--- config.mk ---
export PLATFORM = sky130hd
export DESIGN_NAME = tomasulo_dispatcher_n
export DESIGN_NICKNAME = d
export VERILOG_FILES = /design/src/rtl/tomasulo_pkg.sv /design/src/rtl/tomasulo_reg_status.sv /design/src/rtl/tomasulo_dispatcher_n.sv
export SDC_FILE = /design/constraint.sdc
export NUM_CORES = 2
export LEC_CHECK = 0
export ABC_CLOCK_PERIOD_IN_PS = 2600
export CAP_MARGIN = 40
export CORE_ASPECT_RATIO = 1.5
export CORE_MARGIN = 2
export CORE_UTILIZATION = 30
export DETAILED_ROUTE_END_ITERATION = 10
export DONT_BUFFER_PORTS = 1
export PLACE_DENSITY = 0.53
export SYNTH_ARGS = -nofsm -noshare
export SYNTH_HDL_FRONTEND = slang
export SYNTH_HIERARCHICAL = 1
export SYNTH_SLANG_ARGS = --single-unit
--- constraint.sdc ---
create_clock -name clk -period 2.6 [get_ports clk]
set_clock_uncertainty 0.15 [all_clocks]
set_input_delay 0.26 -clock clk [delete_from_list [all_inputs] [get_ports clk]]
set_output_delay 0.26 -clock clk [all_outputs]
set_load 0.02 [all_outputs]
--- src/rtl/tomasulo_pkg.sv ---
// Shared types and default configuration for the Tomasulo dispatcher slice.
// Contents:
//   - default widths and counts for the dispatcher
//   - cls_t   : functional class of a reservation station / instruction
//   - src_t   : resolved source operand {rdy, tag, data}
//   - dispatch_t : dispatched payload {op, tag, src0, src1}
//   - RS_CLASS_DEF : default station-to-class map (station 0 in the LSBs)
package tomasulo_pkg;

    localparam int W_DEF      = 32;
    localparam int REGS_N_DEF = 32;
    localparam int RS_N_DEF   = 5;
    localparam int CLS_N_DEF  = 3;
    localparam int OP_W_DEF   = 4;
    localparam int RA_W_DEF   = $clog2(REGS_N_DEF);
    localparam int TAG_W_DEF  = $clog2(RS_N_DEF);
    localparam int CLS_W_DEF  = $clog2(CLS_N_DEF);

    typedef enum logic [CLS_W_DEF-1:0] {
        ARITH = 2'd0,
        LOGIC = 2'd1,
        MPY   = 2'd2
    } cls_t;

    typedef struct packed {
        logic                 rdy;
        logic [TAG_W_DEF-1:0] tag;
        logic [W_DEF-1:0]     data;
    } src_t;

    typedef struct packed {
        logic [OP_W_DEF-1:0]  op;
        logic [TAG_W_DEF-1:0] tag;
        src_t                 src0;
        src_t                 src1;
    } dispatch_t;

    // Two arithmetic stations, two logic stations, one multiplier.
    localparam logic [RS_N_DEF*CLS_W_DEF-1:0] RS_CLASS_DEF = {MPY, LOGIC, LOGIC, ARITH, ARITH};

endpackage

--- src/rtl/tomasulo_reg_status.sv ---
// Architectural register file plus register status (busy/rename tag) table.
// Ports:
//   clk, rst_n            : clock, asynchronous active-low reset
//   rd0_*, rd1_*          : two combinational source read ports with CDB bypass
//   ren_en/ren_wa/ren_tag : rename port, marks ren_wa busy with producer ren_tag
//   cdb_vld/tag/data      : common data bus snoop, retires matching registers
//   out_vld_r/wa_r/wdata_r: registered record of the architectural writeback
module tomasulo_reg_status
    import tomasulo_pkg::*;
#(
    parameter int W      = W_DEF,
    parameter int REGS_N = REGS_N_DEF,
    parameter int RS_N   = RS_N_DEF,
    parameter int RA_W   = $clog2(REGS_N),
    parameter int TAG_W  = $clog2(RS_N)
) (
    input  logic             clk,
    input  logic             rst_n,
    input  logic [RA_W-1:0]  rd0_ra,
    output logic             rd0_rdy,
    output logic [TAG_W-1:0] rd0_tag,
    output logic [W-1:0]     rd0_data,
    input  logic [RA_W-1:0]  rd1_ra,
    output logic             rd1_rdy,
    output logic [TAG_W-1:0] rd1_tag,
    output logic [W-1:0]     rd1_data,
    input  logic             ren_en,
    input  logic [RA_W-1:0]  ren_wa,
    input  logic [TAG_W-1:0] ren_tag,
    input  logic             cdb_vld,
    input  logic [TAG_W-1:0] cdb_tag,
    input  logic [W-1:0]     cdb_data,
    output logic             out_vld_r,
    output logic [RA_W-1:0]  out_wa_r,
    output logic [W-1:0]     out_wdata_r
);

    logic [W-1:0]      rf      [REGS_N];
    logic [TAG_W-1:0]  tag_tbl [REGS_N];
    logic [REGS_N-1:0] busy;
    logic [REGS_N-1:0] hit;
    logic              ret_vld;
    logic [RA_W-1:0]   ret_wa;

    // Find the register (at most one) still waiting on the broadcasting
    // station; stale tags of renamed-over registers no longer match.
    always_comb begin
        hit     = '0;
        ret_vld = 1'b0;
        ret_wa  = '0;
        for (int r = 0; r < REGS_N; r++) begin
            hit[r] = cdb_vld && busy[r] && (tag_tbl[r] == cdb_tag);
            if (hit[r]) begin
                ret_vld = 1'b1;
                ret_wa  = RA_W'(r);
            end
        end
    end

    // Source port 0: ready from the RF, ready via same-cycle CDB bypass,
    // or still pending on the producing station's tag.
    always_comb begin
        rd0_rdy  = 1'b1;
        rd0_tag  = '0;
        rd0_data = rf[rd0_ra];
        if (busy[rd0_ra]) begin
            rd0_tag = tag_tbl[rd0_ra];
            if (cdb_vld && (cdb_tag == tag_tbl[rd0_ra])) begin
                rd0_data = cdb_data;
            end else begin
                rd0_rdy  = 1'b0;
                rd0_data = '0;
            end
        end
    end

    // Source port 1: identical resolution rules to port 0.
    always_comb begin
        rd1_rdy  = 1'b1;
        rd1_tag  = '0;
        rd1_data = rf[rd1_ra];
        if (busy[rd1_ra]) begin
            rd1_tag = tag_tbl[rd1_ra];
            if (cdb_vld && (cdb_tag == tag_tbl[rd1_ra])) begin
                rd1_data = cdb_data;
            end else begin
                rd1_rdy  = 1'b0;
                rd1_data = '0;
            end
        end
    end

    // Retire writes the RF and frees the register; a rename in the same
    // cycle is assigned later so it keeps the register busy with the new tag.
    always_ff @(posedge clk or negedge rst_n) begin
        if (!rst_n) begin
            for (int r = 0; r < REGS_N; r++) begin
                rf[r]      <= '0;
                tag_tbl[r] <= '0;
            end
            busy <= '0;
        end else begin
            for (int r = 0; r < REGS_N; r++) begin
                if (hit[r]) begin
                    rf[r]   <= cdb_data;
                    busy[r] <= 1'b0;
                end
                if (ren_en && (ren_wa == RA_W'(r))) begin
                    busy[r]    <= 1'b1;
                    tag_tbl[r] <= ren_tag;
                end
            end
        end
    end

    // Registered writeback record; the register/data fields hold between
    // retirements so only out_vld_r marks a fresh writeback.
    always_ff @(posedge clk or negedge rst_n) begin
        if (!rst_n) begin
            out_vld_r   <= 1'b0;
            out_wa_r    <= '0;
            out_wdata_r <= '0;
        end else begin
            out_vld_r <= ret_vld;
            if (ret_vld) begin
                out_wa_r    <= ret_wa;
                out_wdata_r <= cdb_data;
            end
        end
    end

endmodule

--- src/rtl/tomasulo_dispatcher_n.sv ---
// In-order dispatcher feeding RS_N reservation stations grouped by class.
// Ports:
//   clk, rst_n        : clock, asynchronous active-low reset
//   cdb_*             : common data bus snoop (bypass and retirement)
//   inst_*            : incoming instruction; inst_adv acknowledges it
//   rs_full_r         : per-station occupancy from the stations
//   dis_*_r           : registered one-hot dispatch strobe and payload
//   out_*_r           : registered architectural writeback record
module tomasulo_dispatcher_n
    import tomasulo_pkg::*;
#(
    parameter int W      = W_DEF,
    parameter int REGS_N = REGS_N_DEF,
    parameter int RS_N   = RS_N_DEF,
    parameter int CLS_N  = CLS_N_DEF,
    parameter int OP_W   = OP_W_DEF,
    parameter int RA_W   = $clog2(REGS_N),
    parameter int TAG_W  = $clog2(RS_N),
    parameter int CLS_W  = $clog2(CLS_N),
    parameter logic [RS_N*CLS_W-1:0] RS_CLASS = RS_CLASS_DEF
) (
    input  logic             clk,
    input  logic             rst_n,
    input  logic             cdb_vld,
    input  logic [TAG_W-1:0] cdb_tag,
    input  logic [W-1:0]     cdb_data,
    input  logic             inst_vld,
    input  logic [OP_W-1:0]  inst_op,
    input  logic [CLS_W-1:0] inst_cls,
    input  logic [RA_W-1:0]  inst_wa,
    input  logic [RA_W-1:0]  inst_ra0,
    input  logic [RA_W-1:0]  inst_ra1,
    output logic             inst_adv,
    input  logic [RS_N-1:0]  rs_full_r,
    output logic [RS_N-1:0]  dis_vld_r,
    output logic [OP_W-1:0]  dis_op_r,
    output logic [TAG_W-1:0] dis_tag_r,
    output logic             dis_src0_rdy_r,
    output logic [TAG_W-1:0] dis_src0_tag_r,
    output logic [W-1:0]     dis_src0_data_r,
    output logic             dis_src1_rdy_r,
    output logic [TAG_W-1:0] dis_src1_tag_r,
    output logic [W-1:0]     dis_src1_data_r,
    output logic             out_vld_r,
    output logic [RA_W-1:0]  out_wa_r,
    output logic [W-1:0]     out_wdata_r
);

    logic             any_elig;
    logic [TAG_W-1:0] sel;
    logic             s0_rdy, s1_rdy;
    logic [TAG_W-1:0] s0_tag, s1_tag;
    logic [W-1:0]     s0_data, s1_data;

    // Pick the lowest-index station of the requested class that is free.
    // A station strobed last cycle is treated as full because the station's
    // own full flag only rises one cycle after the strobe.
    always_comb begin
        any_elig = 1'b0;
        sel      = '0;
        for (int i = RS_N - 1; i >= 0; i--) begin
            if ((RS_CLASS[i*CLS_W +: CLS_W] == inst_cls) && !rs_full_r[i] && !dis_vld_r[i]) begin
                any_elig = 1'b1;
                sel      = TAG_W'(i);
            end
        end
    end

    assign inst_adv = inst_vld && any_elig;

    tomasulo_reg_status #(
        .W      (W),
        .REGS_N (REGS_N),
        .RS_N   (RS_N),
        .RA_W   (RA_W),
        .TAG_W  (TAG_W)
    ) u_reg_status (
        .clk         (clk),
        .rst_n       (rst_n),
        .rd0_ra      (inst_ra0),
        .rd0_rdy     (s0_rdy),
        .rd0_tag     (s0_tag),
        .rd0_data    (s0_data),
        .rd1_ra      (inst_ra1),
        .rd1_rdy     (s1_rdy),
        .rd1_tag     (s1_tag),
        .rd1_data    (s1_data),
        .ren_en      (inst_adv),
        .ren_wa      (inst_wa),
        .ren_tag     (sel),
        .cdb_vld     (cdb_vld),
        .cdb_tag     (cdb_tag),
        .cdb_data    (cdb_data),
        .out_vld_r   (out_vld_r),
        .out_wa_r    (out_wa_r),
        .out_wdata_r (out_wdata_r)
    );

    // Dispatch register: the strobe is one-hot for a single cycle, while the
    // payload is only captured on a dispatch and otherwise holds.
    always_ff @(posedge clk or negedge rst_n) begin
        if (!rst_n) begin
            dis_vld_r       <= '0;
            dis_op_r        <= '0;
            dis_tag_r       <= '0;
            dis_src0_rdy_r  <= 1'b0;
            dis_src0_tag_r  <= '0;
            dis_src0_data_r <= '0;
            dis_src1_rdy_r  <= 1'b0;
            dis_src1_tag_r  <= '0;
            dis_src1_data_r <= '0;
        end else begin
            dis_vld_r <= inst_adv ? (RS_N'(1) << sel) : '0;
            if (inst_adv) begin
                dis_op_r        <= inst_op;
                dis_tag_r       <= sel;
                dis_src0_rdy_r  <= s0_rdy;
                dis_src0_tag_r  <= s0_tag;
                dis_src0_data_r <= s0_data;
                dis_src1_rdy_r  <= s1_rdy;
                dis_src1_tag_r  <= s1_tag;
                dis_src1_data_r <= s1_data;
            end
        end
    end

endmodule

# After elaboration in Yosys (flattened, before gate mapping)

Cells that the tools add are included.

Bitwise logic cells: 2
Shift-type cells: 1
Muxes and demuxes: 164
$lt $le $gt $ge: 4
Reduce and logical (&&, ||, !) cells: 153
Eq/ne operators: 67

Operator list:

| operator                                            | count |
|---|---|
| binary-select mux 32 bit (select 5 bit)             | 2 |
| two-way mux 32 bit                                  | 8 |
| logical AND 1 bit                                   | 109 |
| two-way mux 1 bit                                   | 108 |
| == test 3 bit                                       | 34 |
| two-way mux 5 bit                                   | 17 |
| == test 5 bit (second input constant)               | 16 |
| nonzero test 2 bit                                  | 32 |
| two-way mux 3 bit                                   | 15 |
| == test 5 x 4 -> 1 bit (second input constant)      | 8 |
| two-way mux 4 bit                                   | 8 |
| binary-select mux 3 bit (select 5 bit)              | 2 |
| == test 5 x 3 -> 1 bit (second input constant)      | 4 |
| >= comparator 6 bit (second input constant)         | 2 |
| < comparator 5 x 6 -> 1 bit (second input constant) | 2 |
| inverter 5 -> 6 bit                                 | 2 |
| binary-select mux 1 bit (select 5 bit)              | 2 |
| == test 5 x 2 -> 1 bit (second input constant)      | 2 |
| zero test 1 bit                                     | 10 |
| == test 5 x 1 -> 1 bit (second input constant)      | 1 |
| zero test 5 bit                                     | 1 |
| left shift 1 x 3 -> 5 bit (first input constant)    | 1 |
| two-way mux 2 bit                                   | 2 |
| == test 1 x 2 -> 1 bit (first input constant)       | 1 |
| 2 further kinds                                     | 2 |

Register bits: 1274
Logic and storage cells: 499
Bits of input ports: 65
Output and inout bits: 123

# Longest topological paths before layout

Word-level depth: 34
Depth in mapped cells: 13

# Modules after synthesis

Netlist, hierarchy kept.

Modules (own cells, without submodules):

| module                | cells an instance | area each (um^2) | instances | seq. area each (um^2) |
|---|---|---|---|---|
| tomasulo_reg_status   | 4077              | 64767.1          | 1         | 29778.6 |
| tomasulo_dispatcher_n | 193               | 3579.7           | 1         | 2102.0 |

# Least setup slack after synthesis

No wires, ideal clock.

Kind: input to register
Start: in inst_ra1[1]
End: reg dis_src1_data_r[19]
Stages: 10
Setup slack: -0.591 ns
Buffers on the path: 5
Library setup time: 0.125 ns
Arrival time: 2.916 ns
Path through: buf_2 buf_2 buf_2 clkbuf_1 clkbuf_1 mux4_2 mux4_2 mux2i_1 o32ai_1 mux2_4

Word-level cells in the longest chain between the ends: 8
Elaborated cells between the ends (all ways): 13

Ends and longest elaborated chain:

| element                                               | line                                                 | text |
|---|---|---|
| from (decl)                                           | tomasulo_dispatcher_n.sv:32                          | `input logic [RA_W-1:0] inst_ra1,` |
| inverter 5 -> 6 bit (implied by the code)             | tomasulo_reg_status.sv:81, tomasulo_reg_status.sv:84 |  |
| binary-select mux 3 bit (select 5 bit)                | tomasulo_reg_status.sv:84                            | `if (cdb_vld && (cdb_tag == tag_tbl[rd1_ra])) begin` |
| two-way mux 3 bit (implied by the code) (2 in series) | tomasulo_reg_status.sv:84                            |  |
| == test 3 bit                                         | tomasulo_reg_status.sv:84                            |  |
| logical AND 1 bit                                     | tomasulo_reg_status.sv:84                            |  |
| two-way mux 32 bit                                    | tomasulo_reg_status.sv:84                            |  |
| two-way mux 32 bit (*)                                | tomasulo_reg_status.sv:82                            | `if (busy[rd1_ra]) begin` |
| via s1_data[19]                                       | tomasulo_dispatcher_n.sv:53                          | `logic [W-1:0] s0_data, s1_data;` |
| to (signal assigned)                                  | tomasulo_dispatcher_n.sv:122                         | `dis_src1_data_r <= s1_data;` |
| to (decl)                                             | tomasulo_dispatcher_n.sv:43                          | `output logic [W-1:0] dis_src1_data_r,` |

The timed path passes the listed nets; every way through them passes the cells marked *. The select of a mux whose other input is x is not followed.
A chain may end at the register's enable or synchronous reset.

# Worst setup path in the final report

Start: in inst_ra1[0]
End: reg dis_src1_data_r[24]

The elaborated chain is that of the path after synthesis.

==> impl_metrics.yaml <==
setup_path:
  worst_setup_path_end_kind: "flop"
  rr_worst_depth: 11
  crit_fanout: 284
  start_kind: "input pin"
  worstSetupEndpoint: "dis_src1_data_r[24]$_DFFE_PN0P_"
  critical_path.max_stage_delay_ps: 1170
  worstPathCellList: "mux4_2 > mux4_2 > mux2i_4 > inv_4 > buf_12 > nand3_1 > o32ai_2 > buf_4 > mux2_4"
  critPathLaunch: "inst_ra1[0]"
  r2r_end: "dis_src0_data_r[5]$_DFFE_PN0P_"
  crit_top_cell: "mux4_2"
  cpMaxStageDelayCell: "mux4_2"
  required_ps: 3120
  arrival_ps: 3960
  r2r-start: "u_reg_status/tag_tbl[64]$_DFFE_PN0P_"
  r2r_slack_ps: -390
  worst-setup-path-type: "in2reg"
layout:
  final_common_cell: "dfrtp_1"
  drive_gt1_share_pct: 59.7
  fin_nets: 4573
  instances_no_fill: 7638
  fin_area_um2: 82700
  areaGrowthSynthToFinish_pct: 21.0
  final_cell_mix: "dfrtp_1 (1,271), mux2_2 (1,119), mux4_2 (706)"
synth:
  ys_ff_latch: 1274
  syn_inst: 4270
  syn_nets: 4335
  yosysWarnings: 6
  synth-edff-count: 0
  synth.distinct_cells: 59
  syn_area_um2: 68300
  ys_seq_area_share_pct: 46.6
  synthFlopType: "dfrtp_1"
  synthArstFlopShare_pct: 100
  postSynthAreaPerCell_um2: 16.0
global_routing:
  grt_antenna_before_repair: 5
  grt_usage_pct: 20.0
  grt_pass1_vias: 45200
  grt_max_degree: 291
  overflow: 0
  grt_pass1_wl_um: 338000
pwr:
  powerDensity_nw_per_um2: 1030
  leakage_nw: 34.0
  vdd.ir_drop.worst_mv: 0.509
  p_total_w: 0.0851
placed_design:
  dpl_cell_area_um2: 73400
  io_buffers: 0
  place_ws_ps: -2440
  dpl.hpwl_um: 128000
  gp_congestion: 0.814
  dp_cells: 7165
sta:
  setup_viol: 164
  setup_slack_ps: -836
  setup-tns-final_ps: -48540
  fin_crit_sh_pct: 132
  holdWs_ps: -342
  tightest_slew_ps: 2200
  fin_crit_ps: 3440
  drv_slew: 201
  maxSlewHeadroom_pct: -46.5
  rsz0062_at_grt: "yes"
  fmax_mhz: 291
  hold_viol_final: 282
clocking:
  clkSinkCount: 1274
  cts_buffers: 149
  cts_tree: "done"
  cts_htree_levels: 4
  insertion_delay_ps: 820
  clkTransAtPathRegs_ps: 60
  cts_buffer_depth: 4
  cts-root-buf: "clkbuf_16"
run:
  drv_cap: 0
die:
  core_um2: 227000
  start_util_pct: 30.2
  die_area_um2: 232000
  die-height_um: 589
  dieWidth_um: 394
  rows: 214
  num_io_pins: 188
detailed_routing:
  drtIter0Drc: 3215
  drtAntennaViolNets: 0
  drt-vias-per-instance: 5.53
  avgRoutedWirePerCell_um: 31.6
  wl_um: 242000
  vias: 42200
  drc: 0
  first_pass_iters: 5
run_status:
  violations: "hold timing, slew limit, setup timing"
  status: "finished, violations left"
hold_path:
  hold_class: "in2async"
[critical path: cells and delay by family]
kind	cells	cell delay (ps)
AND/OR/NAND/NOR	1	150
AO/OA/AOI/OAI	1	90
multiplexers	4	2140
buffers and inverters	3	390
[state kept, by name (all words and copies together) (netlist names), 4 cells and up]
| name | cells |
|---|---|
| u_reg_status/busy | 32 |
| dis_op_r | 4 |
| u_reg_status/out_wdata_r | 32 |
| dis_src1_data_r | 32 |
| dis_vld_r | 5 |
| u_reg_status/rf | 1024 |
| u_reg_status/out_wa_r | 5 |
| u_reg_status/tag_tbl | 96 |
| dis_src0_data_r | 32 |
[Yosys cell counts (7+ instances only)]
cell      count  area share, %
o32ai_1      32           0.41
nand2_1      85           0.47
xor2_1       97            1.2
nor3_1       15           0.11
buf_12        8           0.23
mux2i_1      75            1.1
buf_1        19           0.10
o22ai_1      45           0.41
nand3_1      37           0.27
buf_6        10           0.16
dfrtp_1    1274             47
o21ai_0      17           0.12
clkbuf_1    320            1.8
mux2_4       77            1.7
inv_1        39           0.21
nor2b_1       7          0.064
mux2_2     1153             19
nor4_2       24           0.44
nor4_1        7          0.064
buf_4         8          0.088
buf_2        64           0.47
a22oi_1      10           0.11
mux4_2      706             23
or4_1         9          0.099
nor2_1       34           0.19
[logic make-up after synthesis]
| family | Yosys count | synth area share, % |
|---|---|---|
| and+or+nand+nor | 267 | 2.39 |
| buffers and inverters | 468 | 3.03 |
| muxes | 2011 | 45.1 |
| AOI/OAI and AO/OA | 149 | 1.58 |
| xor gates and xnor gates | 101 | 1.29 |
| DFF | 1274 | 46.6 |
[layer usage]
layer / share of wire, % / global-route usage, % / vias to the layer above
met5: 0.0099 / 0 / -
met4: 4.1 / 7.65 / 4
met3: 5.7 / 3.79 / 406
met2: 50 / 34.1 / 1215
met1: 40 / 25.1 / 23500
li1: - / - / 17100
[timing repair]
item | CTS | global route
gates cloned | 7 | 13
endpoints found under the setup margin | 864 | 573
gates resized for setup | 128 | 170
hold endpoints to repair | 1608 | 198
pin swaps | 26 | 43
hold buffers | 146 | 13
buffers inserted | 16 | 41
[metrics by stage]
step	hold slack (ps)	utilization (%)
after CTS	-726	35.8
final	-342	36.5
after detailed placement	-178	32.4
after global placement	-181	32.3
after floorplan	-186	-
after global routing	-288	36.5
[report_power, final]
group	switching (W)	total, W	leakage, nW	internal, W
Sequential	0.00741	0.0358	15.9	0.0284
Combinational	0.00946	0.0277	15.7	0.0183
Clock	0.00882	0.0216	2.41	0.0128
Total	0.0257	0.0851	34.0	0.0594
[layout make-up]
class / instances / area [um2]
Clock inverter: 35 / 460
Tap cell: 3024 / 3780
Antenna cell: 2 / 5.00
Sequential cell: 1274 / 31900
Timing Repair Buffer: 516 / 5990
Fill cell: 21500 / 144000
Clock buffer: 220 / 4430
Multi-Input combinational cell: 2528 / 36000
Inverter: 39 / 151
[worst min path at each step]
stage	to	slack (ps)
floorplan	dis_op_r[0]$_DFFE_PN0P_	-190
global placement	dis_src1_data_r[19]$_DFFE_PN0P_	-180
detailed placement	dis_src1_data_r[18]$_DFFE_PN0P_	-180
CTS	u_reg_status/out_wdata_r[21]$_DFFE_PN0P_	-730
global route	u_reg_status/rf[340]$_DFFE_PN0P_	-290
finish	u_reg_status/rf[371]$_DFFE_PN0P_	-340
Note: power is estimated with default switching activity, not from simulation.
